$ cat src/rtl/nic_audit_pkg.sv
// Shared types, register offsets and helpers for the multi-channel NIC bus audit hook.
package nic_audit_pkg;

    typedef struct packed {
        logic unauth;
        logic suspicious;
    } cause_t;

    typedef struct packed {
        logic        valid;
        logic [2:0]  ch;
        cause_t      cause;
        logic [1:0]  rsvd;
        logic [23:0] ts;
    } log_entry_t;

    localparam logic [7:0] OFF_LOG_POP    = 8'h00;
    localparam logic [7:0] OFF_LOG_STATUS = 8'h04;
    localparam logic [7:0] OFF_CFG_INFO   = 8'h08;
    localparam logic [7:0] OFF_CNT_BASE   = 8'h10;

    localparam logic [1:0]  RESP_OKAY     = 2'b00;
    localparam logic [1:0]  RESP_SLVERR   = 2'b10;
    localparam logic [31:0] DEADBEEF_WORD = 32'hDEADBEEF;

    localparam int POP_MAX_W = 256;

    // Counts set bits in the low 'width' bits; callers zero-extend into POP_MAX_W.
    function automatic logic [8:0] popcount(input logic [POP_MAX_W-1:0] vec, input int width);
        logic [8:0] n;
        n = '0;
        for (int i = 0; i < POP_MAX_W; i++) begin
            if (i < width) n = n + 9'(vec[i]);
        end
        return n;
    endfunction

endpackage

$ cat src/rtl/nic_audit_ch_detect.sv
// Per-channel detector: toggle-burst tracking against the last valid word plus tag window check.
module nic_audit_ch_detect
    import nic_audit_pkg::*;
#(
    parameter int          DATA_W           = 32,
    parameter int          TOGGLE_THRESHOLD = 12,
    parameter int          BURST_LIMIT      = 4,
    parameter logic [15:0] ALLOWED_ADDR_MIN = 16'h1000,
    parameter logic [15:0] ALLOWED_ADDR_MAX = 16'h10FF
) (
    input  logic              clk,
    input  logic              reset,
    input  logic              bus_valid,
    input  logic [DATA_W-1:0] data,
    output cause_t            cause
);

    localparam int HD_W = $clog2(DATA_W + 1);
    localparam int BC_W = $clog2(BURST_LIMIT + 1);

    logic [DATA_W-1:0] last_reg;
    logic [BC_W-1:0]   burst_reg;
    logic [BC_W-1:0]   burst_next;
    logic [HD_W-1:0]   hd;
    logic [15:0]       tag;
    logic              toggle;
    logic              suspicious;
    logic              unauth;

    always_comb begin
        hd         = HD_W'(popcount(POP_MAX_W'(data ^ last_reg), DATA_W));
        tag        = data[DATA_W-1 -: 16];
        toggle     = (hd >= HD_W'(TOGGLE_THRESHOLD));
        // Uses the burst length before this beat, so the BURST_LIMIT-th toggle beat is the first flagged.
        suspicious = toggle && (burst_reg >= BC_W'(BURST_LIMIT - 1));
        unauth     = (tag < ALLOWED_ADDR_MIN) || (tag > ALLOWED_ADDR_MAX);
        if (!toggle)
            burst_next = '0;
        else if (burst_reg == BC_W'(BURST_LIMIT))
            burst_next = burst_reg;
        else
            burst_next = burst_reg + BC_W'(1);
        cause = '0;
        if (bus_valid) begin
            cause.unauth     = unauth;
            cause.suspicious = suspicious;
        end
    end

    always_ff @(posedge clk) begin
        if (reset) begin
            last_reg  <= '0;
            burst_reg <= '0;
        end else if (bus_valid) begin
            last_reg  <= data;
            burst_reg <= burst_next;
        end
    end

endmodule

$ cat src/rtl/nic_bus_audit_hook_mc.sv
// Multi-channel NIC bus audit hook: per-channel detectors, pending slots, round-robin
// drain into a timestamped event log, and a read-only AXI-lite register window.
module nic_bus_audit_hook_mc
    import nic_audit_pkg::*;
#(
    parameter int          NUM_CH           = 4,
    parameter int          DATA_W           = 32,
    parameter int          TOGGLE_THRESHOLD = 12,
    parameter int          BURST_LIMIT      = 4,
    parameter logic [15:0] ALLOWED_ADDR_MIN = 16'h1000,
    parameter logic [15:0] ALLOWED_ADDR_MAX = 16'h10FF,
    parameter int          FIFO_DEPTH       = 16,
    parameter int          TS_W             = 24
) (
    input  logic                     clk,
    input  logic                     reset,
    input  logic [NUM_CH-1:0]        bus_valid,
    input  logic [NUM_CH*DATA_W-1:0] data_bus,
    input  logic [31:0]              s_axil_araddr,
    input  logic                     s_axil_arvalid,
    input  logic                     s_axil_rready,
    output logic                     s_axil_arready,
    output logic [31:0]              s_axil_rdata,
    output logic [1:0]               s_axil_rresp,
    output logic                     s_axil_rvalid,
    output logic                     irq,
    output logic                     log_overflow
);

    localparam int CH_W  = (NUM_CH > 1) ? $clog2(NUM_CH) : 1;
    localparam int AW    = $clog2(FIFO_DEPTH);
    localparam int CNT_W = AW + 1;

    cause_t            ch_cause [NUM_CH];
    logic [NUM_CH-1:0] ev;
    logic [NUM_CH-1:0] drain;
    logic [NUM_CH-1:0] drop;

    logic [NUM_CH-1:0] slot_valid_reg;
    cause_t            slot_cause_reg [NUM_CH];
    logic [23:0]       slot_ts_reg    [NUM_CH];
    logic [63:0]       cnt_reg        [NUM_CH];

    logic [TS_W-1:0]   ts_reg;
    logic [23:0]       ts24;

    logic [CH_W-1:0]   rr_ptr_reg;
    logic [CH_W-1:0]   grant_ch;
    logic [CH_W:0]     rr_cand;
    logic              grant_any;

    log_entry_t        fifo_mem [FIFO_DEPTH];
    log_entry_t        push_entry;
    logic [AW-1:0]     wr_ptr_reg;
    logic [AW-1:0]     rd_ptr_reg;
    logic [CNT_W-1:0]  fifo_count_reg;
    logic              fifo_full;
    logic              fifo_push;
    logic              fifo_pop;

    logic [15:0]       drop_cnt_reg;
    logic [3:0]        drop_sum;
    logic [16:0]       drop_total;
    logic              overflow_reg;
    logic              irq_reg;

    logic              arready_reg;
    logic              rvalid_reg;
    logic [31:0]       rdata_reg;
    logic [1:0]        rresp_reg;
    logic              ar_accept;
    logic [5:0]        addr_idx;
    logic [5:0]        cnt_off;
    logic [31:0]       reg_rdata;
    logic [1:0]        reg_rresp;
    logic              unused_araddr;

    genvar gi;
    generate
        for (gi = 0; gi < NUM_CH; gi++) begin : g_ch
            nic_audit_ch_detect #(
                .DATA_W           (DATA_W),
                .TOGGLE_THRESHOLD (TOGGLE_THRESHOLD),
                .BURST_LIMIT      (BURST_LIMIT),
                .ALLOWED_ADDR_MIN (ALLOWED_ADDR_MIN),
                .ALLOWED_ADDR_MAX (ALLOWED_ADDR_MAX)
            ) u_det (
                .clk       (clk),
                .reset     (reset),
                .bus_valid (bus_valid[gi]),
                .data      (data_bus[gi*DATA_W +: DATA_W]),
                .cause     (ch_cause[gi])
            );
            assign ev[gi]    = (ch_cause[gi] != '0);
            assign drain[gi] = fifo_push && (grant_ch == CH_W'(gi));
            assign drop[gi]  = ev[gi] && slot_valid_reg[gi] && !drain[gi];
        end

        if (TS_W >= 24) begin : g_ts_trunc
            assign ts24 = ts_reg[23:0];
        end else begin : g_ts_ext
            assign ts24 = {{(24 - TS_W){1'b0}}, ts_reg};
        end
    endgenerate

    assign addr_idx      = s_axil_araddr[7:2];
    assign unused_araddr = ^{s_axil_araddr[31:8], s_axil_araddr[1:0]};
    assign ar_accept     = s_axil_arvalid && arready_reg;
    assign fifo_full     = (fifo_count_reg == CNT_W'(FIFO_DEPTH));
    assign fifo_pop      = ar_accept && (addr_idx == OFF_LOG_POP[7:2]) && (fifo_count_reg != '0);
    // A pop in the same cycle frees the head, so a full log can still take a new entry.
    assign fifo_push     = grant_any && (!fifo_full || fifo_pop);

    always_comb begin
        grant_any = 1'b0;
        grant_ch  = '0;
        rr_cand   = '0;
        for (int i = 0; i < NUM_CH; i++) begin
            rr_cand = {1'b0, rr_ptr_reg} + (CH_W+1)'(i);
            if (rr_cand >= (CH_W+1)'(NUM_CH)) rr_cand = rr_cand - (CH_W+1)'(NUM_CH);
            if (!grant_any && slot_valid_reg[rr_cand[CH_W-1:0]]) begin
                grant_any = 1'b1;
                grant_ch  = rr_cand[CH_W-1:0];
            end
        end
        push_entry       = '0;
        push_entry.valid = 1'b1;
        push_entry.ch    = 3'(grant_ch);
        push_entry.cause = slot_cause_reg[grant_ch];
        push_entry.ts    = slot_ts_reg[grant_ch];
    end

    always_comb begin
        drop_sum = '0;
        for (int c = 0; c < NUM_CH; c++) drop_sum = drop_sum + 4'(drop[c]);
        drop_total = {1'b0, drop_cnt_reg} + 17'(drop_sum);
    end

    always_ff @(posedge clk) begin
        if (reset) ts_reg <= '0;
        else       ts_reg <= ts_reg + TS_W'(1);
    end

    always_ff @(posedge clk) begin
        if (reset) begin
            slot_valid_reg <= '0;
            rr_ptr_reg     <= '0;
            drop_cnt_reg   <= '0;
            overflow_reg   <= 1'b0;
            for (int c = 0; c < NUM_CH; c++) begin
                slot_cause_reg[c] <= '0;
                slot_ts_reg[c]    <= '0;
                cnt_reg[c]        <= '0;
            end
        end else begin
            for (int c = 0; c < NUM_CH; c++) begin
                if (ev[c] && (!slot_valid_reg[c] || drain[c])) begin
                    slot_valid_reg[c] <= 1'b1;
                    slot_cause_reg[c] <= ch_cause[c];
                    slot_ts_reg[c]    <= ts24;
                end else if (drain[c]) begin
                    slot_valid_reg[c] <= 1'b0;
                end
                if (ev[c]) cnt_reg[c] <= cnt_reg[c] + 64'd1;
            end
            if (fifo_push)
                rr_ptr_reg <= (grant_ch == CH_W'(NUM_CH - 1)) ? '0 : grant_ch + CH_W'(1);
            if (drop != '0) overflow_reg <= 1'b1;
            drop_cnt_reg <= drop_total[16] ? 16'hFFFF : drop_total[15:0];
        end
    end

    always_ff @(posedge clk) begin
        if (fifo_push) fifo_mem[wr_ptr_reg] <= push_entry;
    end

    always_ff @(posedge clk) begin
        if (reset) begin
            wr_ptr_reg     <= '0;
            rd_ptr_reg     <= '0;
            fifo_count_reg <= '0;
            irq_reg        <= 1'b0;
        end else begin
            if (fifo_push) wr_ptr_reg <= wr_ptr_reg + AW'(1);
            if (fifo_pop)  rd_ptr_reg <= rd_ptr_reg + AW'(1);
            if (fifo_push && !fifo_pop)      fifo_count_reg <= fifo_count_reg + CNT_W'(1);
            else if (!fifo_push && fifo_pop) fifo_count_reg <= fifo_count_reg - CNT_W'(1);
            irq_reg <= (fifo_count_reg != '0);
        end
    end

    always_comb begin
        reg_rdata = DEADBEEF_WORD;
        reg_rresp = RESP_SLVERR;
        cnt_off   = addr_idx - OFF_CNT_BASE[7:2];
        if (addr_idx == OFF_LOG_POP[7:2]) begin
            reg_rdata = '0;
            reg_rresp = RESP_OKAY;
        end else if (addr_idx == OFF_LOG_STATUS[7:2]) begin
            reg_rdata = {drop_cnt_reg, 16'(fifo_count_reg)};
            reg_rresp = RESP_OKAY;
        end else if (addr_idx == OFF_CFG_INFO[7:2]) begin
            reg_rdata = {8'h00, 8'(DATA_W), 8'(FIFO_DEPTH - 1), 4'h0, 4'(NUM_CH)};
            reg_rresp = RESP_OKAY;
        end else if (addr_idx >= OFF_CNT_BASE[7:2]) begin
            for (int c = 0; c < NUM_CH; c++) begin
                if (cnt_off[5:1] == 5'(c)) begin
                    reg_rdata = cnt_off[0] ? cnt_reg[c][63:32] : cnt_reg[c][31:0];
                    reg_rresp = RESP_OKAY;
                end
            end
        end
    end

    always_ff @(posedge clk) begin
        if (reset) begin
            arready_reg <= 1'b0;
            rvalid_reg  <= 1'b0;
            rdata_reg   <= '0;
            rresp_reg   <= RESP_OKAY;
        end else if (ar_accept) begin
            arready_reg <= 1'b0;
            rvalid_reg  <= 1'b1;
            rresp_reg   <= reg_rresp;
            if (addr_idx == OFF_LOG_POP[7:2])
                rdata_reg <= (fifo_count_reg != '0) ? 32'(fifo_mem[rd_ptr_reg]) : 32'h0;
            else
                rdata_reg <= reg_rdata;
        end else if (rvalid_reg && s_axil_rready) begin
            rvalid_reg  <= 1'b0;
            arready_reg <= 1'b1;
        end else if (!rvalid_reg) begin
            arready_reg <= 1'b1;
        end
    end

    assign s_axil_arready = arready_reg;
    assign s_axil_rvalid  = rvalid_reg;
    assign s_axil_rdata   = rdata_reg;
    assign s_axil_rresp   = rresp_reg;
    assign irq            = irq_reg;
    assign log_overflow   = overflow_reg;

endmodule

$ cat config.mk
export PLATFORM = sky130hd
export DESIGN_NAME = nic_bus_audit_hook_mc
export DESIGN_NICKNAME = d
export VERILOG_FILES = /design/src/rtl/nic_audit_pkg.sv /design/src/rtl/nic_audit_ch_detect.sv /design/src/rtl/nic_bus_audit_hook_mc.sv
export SDC_FILE = /design/constraint.sdc
export NUM_CORES = 2
export LEC_CHECK = 0
export BUFFER_PORTS_ARGS = -buffer_cell sky130_fd_sc_hd__buf_2
export CAP_MARGIN = 20
export CORE_MARGIN = 3
export CORE_UTILIZATION = 58
export CTS_BUF_LIST = sky130_fd_sc_hd__clkbuf_4
export DETAILED_ROUTE_END_ITERATION = 10
export HOLD_SLACK_MARGIN = 0.12
export PLACE_DENSITY = 0.72
export SLEW_MARGIN = 30
export SYNTH_ARGS = -nofsm -noshare
export SYNTH_HDL_FRONTEND = slang
export SYNTH_HIERARCHICAL = 1
export SYNTH_SLANG_ARGS = --single-unit
export TNS_END_PERCENT = 1
$ cat constraint.sdc
create_clock -name clk -period 11.65 [get_ports clk]
set_clock_uncertainty 0.15 [all_clocks]
set_input_delay 2.33 -clock clk [delete_from_list [all_inputs] [get_ports clk]]
set_output_delay 2.33 -clock clk [all_outputs]
set_load 0.005 [all_outputs]
==> results.md <==
* Register area share after synthesis at approximately 55%
* Wire per inst at about 22 um
* # resized after CTS at 0
* Primary FF master, synth: edfxtp_1
* Htree depth at 5
* Setup CP Type: input pin to register
* Layout Nets at 4870
* Setup Buffers After CTS at 0
* Max Clk Rate at 0.09737 GHz
* Post-Route WL at roughly 130 mm
* Antenna-violating nets left at 0
* Chip width at slightly above 300 um
* Number of flip-flops in the largest register at approximately 450
* Mapped Cells at 4203
* CP Launch Type: input pin
* Gr usage total at between 20 and 30%
* I/O pin cnt at 206
* EDFF count, synth at 808
* Hold Path Class: register to register
* Pre-Repair DR Iteration Count at 6
* Num CTS Buffers at 293
* Worst hold slack at 350.5 ps
* Hold path start: drop_cnt_reg[14]
* Worst slew pin tran at ~1000 ps
* DR vias/cell at roughly 6.1
* Maximum fanout along the worst path at 5
* Crit path capture type: register
* Compound-cell area share of the yosys netlist at under 10%
* Total grt overflow at 0
* Worst path top cell family by delay: adder cells
* Pin count of the biggest net entering global routing at between 80 and 90
* YS warnings at 6
* Row cnt at 110
* Core area at 90150 um^2
* Ratio of cells with drive above 1 in the final layout at slightly above 20%
* Routability congestion estimate at about 0.92
* Post-DP Area at approximately 55000 um^2
* Cell variety after synth at 96
* Req. time, crit path at between 10000 and 15000 ps
* Xor/xnor share of the synthesized area at 4.773%
* Cts hold-fix bufs at 0
* Clock Path Buffers at 4
* Clock transition at the registers of the reported paths at around 60 ps
* Slew Limit Fails at 0
* Post-synthesis adder-cell area fraction at between 5 and 6%
* Slowest stage delay, CP at around 730 ps
* RSZ-0062 raised after global routing: false
* Post-route cell area at between 50000 and 60000 um^2
* Status: complete, no violations
* P_leak at ~21 nW
* Register area at 29080 um^2
* Root buffer cell: clkbuf_4
* Port Buffer Count at approximately 180
* # DRC at 0
* First-pass GRT wire length at between 200 and 250 mm
* Synth Area in Simple Gates at between 10% and 20%
* CP max stage cell: nor3_1
* Die height at 307.8 um
* Largest family of logic cells by synthesized area: simple AND/OR/NAND/NOR gates
* Layout area overhead at 11.42%
* Power per Cell Area at between 200 and 250 nW/um^2
* CTS Sinks at 1048
* Vias at between 30000 and 40000
* Initial Utilization at 58.62%
* Clock Latency Late Sink at roughly 1200 ps
* Synthesized flop and latch total at between 1000 and 1500
* Vias in the first global route at approximately 36000
* Final hold vios at 0
* Setup violators final at 0
* Mapped cell area at between 50000 and 60000 um^2
* IR drop worst, VDD at 285.5 uV
* Initial antenna violation count at 7
* Crit. Startpoint: data_bus[97]
* TritonCTS clock tree: yes
* Final HPWL DP at around 86 mm
* Fill count at 6835
* Crit path time final at just over 10000 ps
* Die area at 94770 um^2
* CP Data Arrival Time at 11130 ps
* Max-cap violations at 0
* Post-synthesis mux area share at a little under an eighth
* Mean Syn Cell Area at between 10 and 15 um^2
* Area of the multi-input gates at ~23000 um^2
* RR Startpoint: g_ch[3].u_det/last_reg[18]
* Synth async-reset ratio at 0%
* Initial DRC Count at between 3000 and 4000
* Most Frequent Cell on Critical Path: fa_1
* Synthesized Nets at approximately 4500
* Tcrit/Tclk final at between 80 and 90%
* Critical path buffers and inverters at 5
* Slew HR at 30.40%
* Setup TNS at 0 ps
==> cells in the final DEF, fill, tap and decap left out, types with 45 or more instances in the layout <==
cell type and count:
a21oi_1 174, and2_1 64, and3_1 75, buf_2 176, buf_4 72, clkbuf_4 424, clkinv_1 45, dfxtp_1 237
edfxtp_1 808, fa_1 100, ha_1 60, inv_1 163, mux2i_1 319, mux4_2 122, nand2_1 157, nand3_1 118
nand4_1 102, nor2_1 363, nor3_1 61, o21ai_0 90, o31ai_1 65, or3_1 82, or4_1 68, xnor2_1 132
xor2_1 156
==> kinds of logic (layout without fill, tap and decap cells) <==
group	after synthesis	count (layout)
mux	478	478
xor+xnor	288	288
compound gates	549	549
flops	1048	1048
fa+ha+maj	160	160
buf+inv	377	911
other cells	1	6
simple gates	1302	1302
==> power breakdown <==
part,internal [mW],total [mW],switching (mW)
registers,4.58,4.82,0.233
logic,1.73,4.29,2.56
clock network,1.82,3.33,1.51
total,8.13,12.4,4.30
==> metal layers <==
| layer | vias up | global-route usage (%) | wire length, um |
|---|---|---|---|
| met4 | 2 | 10.31 | 3591 |
| met5 | - | 0 | 12 |
| met2 | 1534 | 43.41 | 61170 |
| met3 | 198 | 7.056 | 12440 |
| li1 | 16670 | - | - |
| met1 | 17780 | 38.46 | 54020 |
==> metrics by stage <==
step                      utilization, %  power (mW)  instances  setup WS, ps
after floorplan                        -       8.056       4203          1604
after global placement             61.07       8.978       5421         427.5
after detailed placement           61.21       9.170       5423         314.6
after CTS                          65.24       12.53       5913          1500
after global routing               65.31       13.34       5917         932.9
final                              65.31       12.43       5918          1379
==> cell type report <==
class	count	share of cell area (%)
Multi-Input combinational cell	2778	38.27
Clock buffer	424	5.406
Antenna cell	5	0.02125
Inverter	167	1.065
Tap cell	1176	2.499
Sequential cell	1048	49.39
Timing Repair Buffer	254	2.588
Clock inverter	66	0.7608
==> final timing paths <==
check	slack, ps	to	cells after the start
setup reg to reg	2380	drop_cnt_reg[15]	28
hold reg to reg	350	drop_cnt_reg[14]	1
setup / recovery	1380	drop_cnt_reg[15]	28
hold / removal	350	drop_cnt_reg[14]	1
==> worst reg2reg max path, delay by kind of cell (launching register included) <==
kind / cells / cell delay [ps]
flip-flops: 1 / 320
buffers and inverters: 5 / 330
XOR/XNOR: 1 / 180
AND/OR/NAND/NOR: 6 / 2390
adder cells (fa/ha/maj): 11 / 4780
AO/OA/AOI/OAI: 5 / 1050
==> Yosys cell counts (6+ instances only) <==
library cell,count,area (um^2)
nand4_1,102,638.1
nand3_1,118,590.6
o2111ai_1,8,70.07
a211oi_1,38,285.3
and4_1,31,271.5
nor4_1,31,193.9
xor2_1,156,1366
nand2_1,157,589.3
nor2b_1,23,143.9
and3_1,75,469.2
dfxtp_1,240,4805
or3_1,87,544.3
o31ai_1,65,488.0
nor2_1,376,1411
clkbuf_1,99,371.6
nor4b_1,6,52.55
fa_1,100,2002
nor3_1,67,335.3
ha_1,60,750.7
a21oi_1,175,875.8
mux2_2,23,259.0
a31oi_1,9,56.30
edfxtp_1,808,24260
buf_2,68,340.3
o211ai_1,19,142.6
o21a_1,20,150.1
nor3b_1,21,157.7
inv_1,163,611.8
nand2b_1,14,87.58
xnor2_1,132,1156
o41ai_1,10,87.58
o22ai_1,31,193.9
and2_1,64,400.4
buf_1,30,112.6
mux4_2,122,2748
nand4b_1,6,52.55
mux2i_1,333,3333
or4_1,68,510.5
a2111oi_0,12,105.1
o21ai_0,90,450.4
a21o_1,8,60.06
a22oi_1,12,90.09
or2_2,12,75.07
Note: power is estimated with default switching activity, not from simulation.
